`src/rtl/onehot_or_tree.sv`:
```
// Combinational one-hot to binary encoder: each index bit is a flat OR of the
// input bits whose position has that index bit set, so there is no priority chain.
module onehot_or_tree #(
    parameter int INPUT_W  = 3,
    parameter int OUTPUT_W = 2
) (
    input  logic [INPUT_W-1:0]  i,
    output logic [OUTPUT_W-1:0] enc
);
    localparam int IDX_W = $clog2(INPUT_W);

    always_comb begin
        enc = '0;
        for (int b = 0; b < IDX_W; b++) begin
            for (int k = 0; k < INPUT_W; k++) begin
                if (((k >> b) % 2) == 1) begin
                    enc[b] = enc[b] | i[k];
                end
            end
        end
    end
endmodule

```
`src/rtl/onehot_encoder.sv`:
```
// Registered one-hot encoder with exactly-one (valid) and zero/multi-hot (error)
// flags; the flags come from a log-depth any/multi reduction tree.
module onehot_encoder #(
    parameter int INPUT_W  = 3,
    parameter int OUTPUT_W = 2
) (
    input  logic                clk,
    input  logic                rst,
    input  logic [INPUT_W-1:0]  i,
    output logic [OUTPUT_W-1:0] o,
    output logic                o_vld,
    output logic                o_err
);
    localparam int IDX_W = $clog2(INPUT_W);
    localparam int PAD_W = 1 << IDX_W;

    if (INPUT_W < 2 || INPUT_W > 1024) begin : g_bad_input_w
        $error("onehot_encoder: INPUT_W must be in 2..1024");
    end
    if (OUTPUT_W < IDX_W) begin : g_bad_output_w
        $error("onehot_encoder: OUTPUT_W smaller than clog2(INPUT_W)");
    end

    logic [OUTPUT_W-1:0] enc;
    logic [PAD_W-1:0]    any_v;
    logic [PAD_W-1:0]    mul_v;
    logic                one_hot;

    logic [OUTPUT_W-1:0] o_d, o_q;
    logic                vld_d, vld_q;
    logic                err_d, err_q;

    onehot_or_tree #(
        .INPUT_W  (INPUT_W),
        .OUTPUT_W (OUTPUT_W)
    ) u_or_tree (
        .i   (i),
        .enc (enc)
    );

    // Pairwise tree folded in place: node j of a level is built from nodes
    // 2j and 2j+1 of the level below; mul is updated before any so it sees
    // the children, not the freshly written parent.
    always_comb begin
        any_v = '0;
        mul_v = '0;
        any_v[INPUT_W-1:0] = i;
        for (int lvl = 0; lvl < IDX_W; lvl++) begin
            for (int j = 0; j < (PAD_W >> (lvl + 1)); j++) begin
                mul_v[j] = mul_v[2*j] | mul_v[2*j+1] | (any_v[2*j] & any_v[2*j+1]);
                any_v[j] = any_v[2*j] | any_v[2*j+1];
            end
        end
        one_hot = any_v[0] & ~mul_v[0];
    end

    always_comb begin
        o_d   = enc;
        vld_d = one_hot;
        err_d = ~one_hot;
    end

    always_ff @(posedge clk) begin
        if (rst) begin
            o_q   <= '0;
            vld_q <= 1'b0;
            err_q <= 1'b0;
        end else begin
            o_q   <= o_d;
            vld_q <= vld_d;
            err_q <= err_d;
        end
    end

    assign o     = o_q;
    assign o_vld = vld_q;
    assign o_err = err_q;
endmodule

```
`config.mk`:
```
export PLATFORM = sky130hd
export DESIGN_NAME = onehot_encoder
export DESIGN_NICKNAME = d
export VERILOG_FILES = /design/src/rtl/onehot_or_tree.sv /design/src/rtl/onehot_encoder.sv
export SDC_FILE = /design/constraint.sdc
export NUM_CORES = 1
export LEC_CHECK = 0
export CAP_MARGIN = 20
export CELL_PAD_IN_SITES_DETAIL_PLACEMENT = 1
export CELL_PAD_IN_SITES_GLOBAL_PLACEMENT = 1
export CORE_AREA = 2 2 39 41
export DETAILED_ROUTE_END_ITERATION = 8
export DIE_AREA = 0 0 41 43
export PLACE_DENSITY_LB_ADDON = 0.15
export SYNTH_ARGS = -nofsm -noshare
export SYNTH_HDL_FRONTEND = slang
export SYNTH_SLANG_ARGS = --single-unit
```
`constraint.sdc`:
```
create_clock -name clk -period 1.55 [get_ports clk]
set_input_delay 0.31 -clock clk [delete_from_list [all_inputs] [get_ports clk]]
set_output_delay 0.31 -clock clk [all_outputs]
set_load 0.1 [all_outputs]
```
* Yosys cells after proc, flatten, opt, wreduce, memory -nomap -nowiden
Index checks and enable logic that the tools add are counted.
** Word-level totals
- Bits in registers :: 4
- Output and inout bits :: 4
** Operators by class
- Bitwise logic cells :: 8
** Operators with widths (number)
- 1-bit AND :: 3
- 1-bit bitwise OR :: 3
- 1-bit NOT :: 2

* Longest topological paths before layout
- Depth in word-level cells :: 6
- Depth in mapped cells :: 2

* Cells and area by module
Synthesis repeated with hierarchy kept, for this count alone.
** Second synthesis, totals
- Cells, all modules :: 15
- Area total of the unflattened synthesis :: 158.9 um2
** By module, submodules not included
- onehot_encoder :: times used 1, cells an instance 13, area an instance 143.9 um2, sequential area each 80.1 um2
- onehot_or_tree :: times used 1, cells an instance 2, area an instance 15.0 um2, sequential area each 0.0 um2

* Worst setup path after synthesis
Ideal clock, no wire load.
- Path kind :: reg2out
- From :: register o_q[0], in the netlist o[0]
- To :: output port o[0]
- Arrival :: 909 ps
- Required time :: 1240 ps
- Path slack :: 331 ps
- Cell stages (with the launch flop) :: 1
- Path buffers :: 0
- Path through :: dfxtp_1
** RTL lines
- from (decl) :: line onehot_encoder.sv:29 : logic [OUTPUT_W-1:0] o_d, o_q;
- from (signal assigned) :: line onehot_encoder.sv:65 : o_q <= '0;
- from (signal assigned) :: line onehot_encoder.sv:69 : o_q <= o_d;
- to (decl) :: line onehot_encoder.sv:10 : output logic [OUTPUT_W-1:0] o,
No word-level cell between the ends.

* Final worst setup path
- From :: input port i[2]
- To :: register vld_q, in the netlist o_vld
** Between the ends
- Word-level cells in the longest chain between the ends :: 4
** Ends and longest elaborated chain
- from (decl) :: line onehot_encoder.sv:9 : input logic [INPUT_W-1:0] i,
- 1-bit AND :: line onehot_encoder.sv:50 : mul_v[j] = mul_v[2*j] | mul_v[2*j+1] | (any_v[2*j] & any_v[2*j+1]);
- 1-bit bitwise OR :: line onehot_encoder.sv:50
- 1-bit NOT :: line onehot_encoder.sv:54 : one_hot = any_v[0] & ~mul_v[0];
- 1-bit AND (*) :: line onehot_encoder.sv:54
- to (signal assigned) :: line onehot_encoder.sv:70 : vld_q <= vld_d;
- to (decl) :: line onehot_encoder.sv:30 : logic vld_d, vld_q;
Every way passes the cells marked *; elsewhere a longest branch is shown, timed or not.
A chain may end at the register's enable or synchronous reset.

==> flow_results.xml <==
<?xml version="1.0" encoding="UTF-8"?>
<metrics>
  <group name="run_status">
    <metric name="result_of_the_run" unit="">finished clean</metric>
  </group>
  <group name="sta">
    <metric name="final_period_util" unit="">0.697</metric>
    <metric name="slew_headroom" unit="">0.849</metric>
    <metric name="period_needed" unit="ns">1.08</metric>
    <metric name="finalHoldViolations" unit="">0</metric>
    <metric name="hold_slack" unit="ns">0.705</metric>
    <metric name="tightestPinTransition" unit="ns">0.226</metric>
    <metric name="rsz0062_at_grt" unit="">false</metric>
    <metric name="setup_viol" unit="">0</metric>
    <metric name="max_freq" unit="MHz">926</metric>
    <metric name="setup_tns" unit="ns">0</metric>
    <metric name="drv_slew" unit="">0</metric>
  </group>
  <group name="drt">
    <metric name="avgViaCountPerCell" unit="">3.33</metric>
    <metric name="detailedRoute.firstPassIterationCount" unit="">1</metric>
    <metric name="num_vias" unit="">133</metric>
    <metric name="route.detailed.wl_per_inst" unit="um">7.85</metric>
    <metric name="initialDrtViolationCount" unit="">0</metric>
    <metric name="drtAntennaViolNets" unit="">0</metric>
    <metric name="remaining_drc_errors" unit="">0</metric>
    <metric name="drt-total-wl" unit="um">314</metric>
  </group>
  <group name="hold_path">
    <metric name="worst_hold_path_type" unit="">in -&gt; reg</metric>
  </group>
  <group name="final_layout">
    <metric name="num_antenna_cells" unit="">0</metric>
    <metric name="syn_to_final_growth" unit="%">115</metric>
    <metric name="layout.filler_cells" unit="">161</metric>
    <metric name="final_net_count" unit="">31</metric>
    <metric name="layout.cells.most_common_list" unit="">4 x sky130_fd_sc_hd__clkdlybuf4s50_1, 4 x sky130_fd_sc_hd__dfxtp_1, 4 x sky130_fd_sc_hd__buf_12, 3 x sky130_fd_sc_hd__clkbuf_4, 2 x sky130_fd_sc_hd__inv_1</metric>
    <metric name="layout-drive-gt1-share" unit="">0.333</metric>
  </group>
  <group name="power_and_ir_drop">
    <metric name="combPwrFrac" unit="">0.305</metric>
    <metric name="p_leak" unit="nW">0.132</metric>
    <metric name="ir_worst_vdd" unit="V">0.000211</metric>
    <metric name="netSwitchingPower" unit="W">0.000104</metric>
    <metric name="share_seq_of_total_power" unit="">0.340</metric>
    <metric name="pwr_per_cell_area" unit="nW/um^2">1120</metric>
    <metric name="fraction_of_power_spent_switching_nets" unit="">0.305</metric>
    <metric name="p_clk_frac" unit="">0.355</metric>
    <metric name="power_report.internal_total" unit="W">0.000238</metric>
  </group>
  <group name="global_route">
    <metric name="maximum_number_of_pins_on_one_net_before_global_route_repair" unit="">5</metric>
    <metric name="global_route.overflow_total" unit="">0</metric>
    <metric name="gr-usage-met3" unit="">0.0157</metric>
    <metric name="gr_util_all_layers" unit="">0.0531</metric>
    <metric name="top_usage_layer" unit="">met4</metric>
    <metric name="first_global_vias" unit="">149</metric>
    <metric name="global_route_wire_length_before_repair" unit="um">552</metric>
    <metric name="antenna_violations_before_repair" unit="">0</metric>
    <metric name="gr-usage-met1" unit="">0.0447</metric>
    <metric name="met2_usage" unit="">0.0750</metric>
  </group>
  <group name="setup_path">
    <metric name="crit_buf_inv" unit="">1</metric>
    <metric name="critical_path.max_stage_delay" unit="ns">0.53</metric>
    <metric name="category_of_the_worst_setup_path_capture_point" unit="">flop</metric>
    <metric name="critical_path.top_delay_family" unit="">buffers and inverters</metric>
    <metric name="critical_path_class" unit="">in -&gt; reg</metric>
    <metric name="critical_path.slowest_cell" unit="">sky130_fd_sc_hd__clkdlybuf4s50_1</metric>
    <metric name="arrival" unit="ns">1.25</metric>
    <metric name="crit_path_cell_trace" unit="">clkdlybuf4s50_1 -&gt; xor2_1 -&gt; o211a_1</metric>
    <metric name="worst-endpoint-required" unit="ns">1.72</metric>
    <metric name="worstPathMaxFanout" unit="">4</metric>
    <metric name="critical_path_launch_point_type" unit="">input pin</metric>
  </group>
  <group name="logic_synthesis">
    <metric name="mappedNetlistArea" unit="sq um">141</metric>
    <metric name="synth.largest_area_cell" unit="">sky130_fd_sc_hd__dfxtp_1</metric>
    <metric name="synth.area.top_cells" unit="">sky130_fd_sc_hd__dfxtp_1 57%, sky130_fd_sc_hd__a211oi_2 8.8%, sky130_fd_sc_hd__o211a_1 7.1%</metric>
    <metric name="synthCells" unit="">13</metric>
    <metric name="area_share_of_the_largest_cell_type_after_synthesis" unit="">0.566</metric>
    <metric name="synth_cell_type_count" unit="">9</metric>
    <metric name="synthesis.area_per_instance" unit="sq um">10.9</metric>
    <metric name="yosysSeqAreaShare" unit="">0.566</metric>
    <metric name="yosys_register_bits" unit="">4</metric>
    <metric name="synthesis.nets" unit="">18</metric>
    <metric name="warning_count_from_the_yosys_run" unit="">0</metric>
  </group>
  <group name="die">
    <metric name="ioPinCount" unit="">9</metric>
    <metric name="placeableCoreArea" unit="sq um">1380</metric>
    <metric name="initial_utilization" unit="">0.102</metric>
    <metric name="x_dimension_of_the_die" unit="um">41</metric>
    <metric name="fp.dieArea" unit="sq um">1760</metric>
    <metric name="row_count" unit="">14</metric>
    <metric name="fp.dieH" unit="um">43</metric>
  </group>
  <group name="run">
    <metric name="max_cap_viol_count" unit="">0</metric>
  </group>
  <group name="clock_network">
    <metric name="cts.clk_slew.worst_paths" unit="ns">0.03</metric>
    <metric name="cts_resized" unit="">0</metric>
    <metric name="cts_buffer_depth" unit="">2</metric>
    <metric name="htreeDepth" unit="">1</metric>
    <metric name="tritoncts.num_buffers" unit="">3</metric>
    <metric name="root_buffer" unit="">sky130_fd_sc_hd__clkbuf_4</metric>
    <metric name="postCtsHoldBufs" unit="">0</metric>
    <metric name="cts_setup_buffers" unit="">0</metric>
    <metric name="tritoncts" unit="">yes</metric>
    <metric name="numClockSinks" unit="">4</metric>
  </group>
  <group name="place">
    <metric name="globalplace.congestion" unit="">0.535</metric>
    <metric name="hpwlAfterDp" unit="um">286</metric>
    <metric name="buffer_ports.inserted" unit="">8</metric>
  </group>
</metrics>
-- cell usage after synthesis --
library cell / number
sky130_fd_sc_hd__a211oi_2: 1
sky130_fd_sc_hd__o211a_1: 1
sky130_fd_sc_hd__inv_1: 2
sky130_fd_sc_hd__nor2_1: 1
sky130_fd_sc_hd__dfxtp_1: 4
sky130_fd_sc_hd__o21ai_0: 1
sky130_fd_sc_hd__nor2b_1: 1
sky130_fd_sc_hd__nor3b_1: 1
sky130_fd_sc_hd__xor2_1: 1
-- cell families after synthesis --
family,synth area share
xor gates and xnor gates,0.0620
AOI/OAI and AO/OA,0.195
buffers and inverters,0.0531
and+or+nand+nor,0.124
DFF,0.566
-- worst paths after layout --
kind              startpoint  endpoint  slack [ns]  depth (start not counted)
setup / recovery        i[2]     o_vld        0.47                          3
hold / removal           rst      o[0]        0.70                          2
-- power by group through the flow --
stage | Combinational, W | Sequential [W] | Clock, W
finish | 0.000104 | 0.000116 | 0.000121
global route | 0.000109 | 0.000117 | 0.000138
CTS | 0.000106 | 0.000116 | 0.000130
detailed placement | 0.000105 | 0.000118 | 0
global placement | 0.000104 | 0.000117 | 0
floorplan | 0.0000105 | 0.000164 | 0
-- per-layer routing --
| metal | vias to the layer above | part of all wire |
|---|---|---|
| met3 | 0 | 0.18 |
| met1 | 60 | 0.27 |
| met4 | 0 | 0 |
| li1 | 65 | - |
| met5 | - | 0 |
| met2 | 8 | 0.54 |
-- sequential cells by signal, summed over array words and instances (netlist names) --
signal	flops
o	2
o_vld	1
o_err	1
-- area by class of cell --
cell class / instances / area [sq um] / area share
Clock buffer: 3 / 22.5 / 0.0741
Inverter: 2 / 7.51 / 0.0247
Multi-Input combinational cell: 7 / 53.8 / 0.177
Sequential cell: 4 / 80.1 / 0.263
Tap cell: 16 / 20.0 / 0.0658
Timing Repair Buffer: 8 / 120 / 0.395
-- metrics by stage --
stage	area, sq um	cells	util	worst slack, ns	power, W
CTS	304	40	0.220	0.460	0.000352
floorplan	141	13	-	0.331	0.000175
detailed placement	282	37	0.203	0.217	0.000223
finish	304	40	0.220	0.470	0.000342
global route	304	40	0.220	0.388	0.000364
global placement	282	37	0.203	0.251	0.000222
Power figures use the tool's default switching activity.
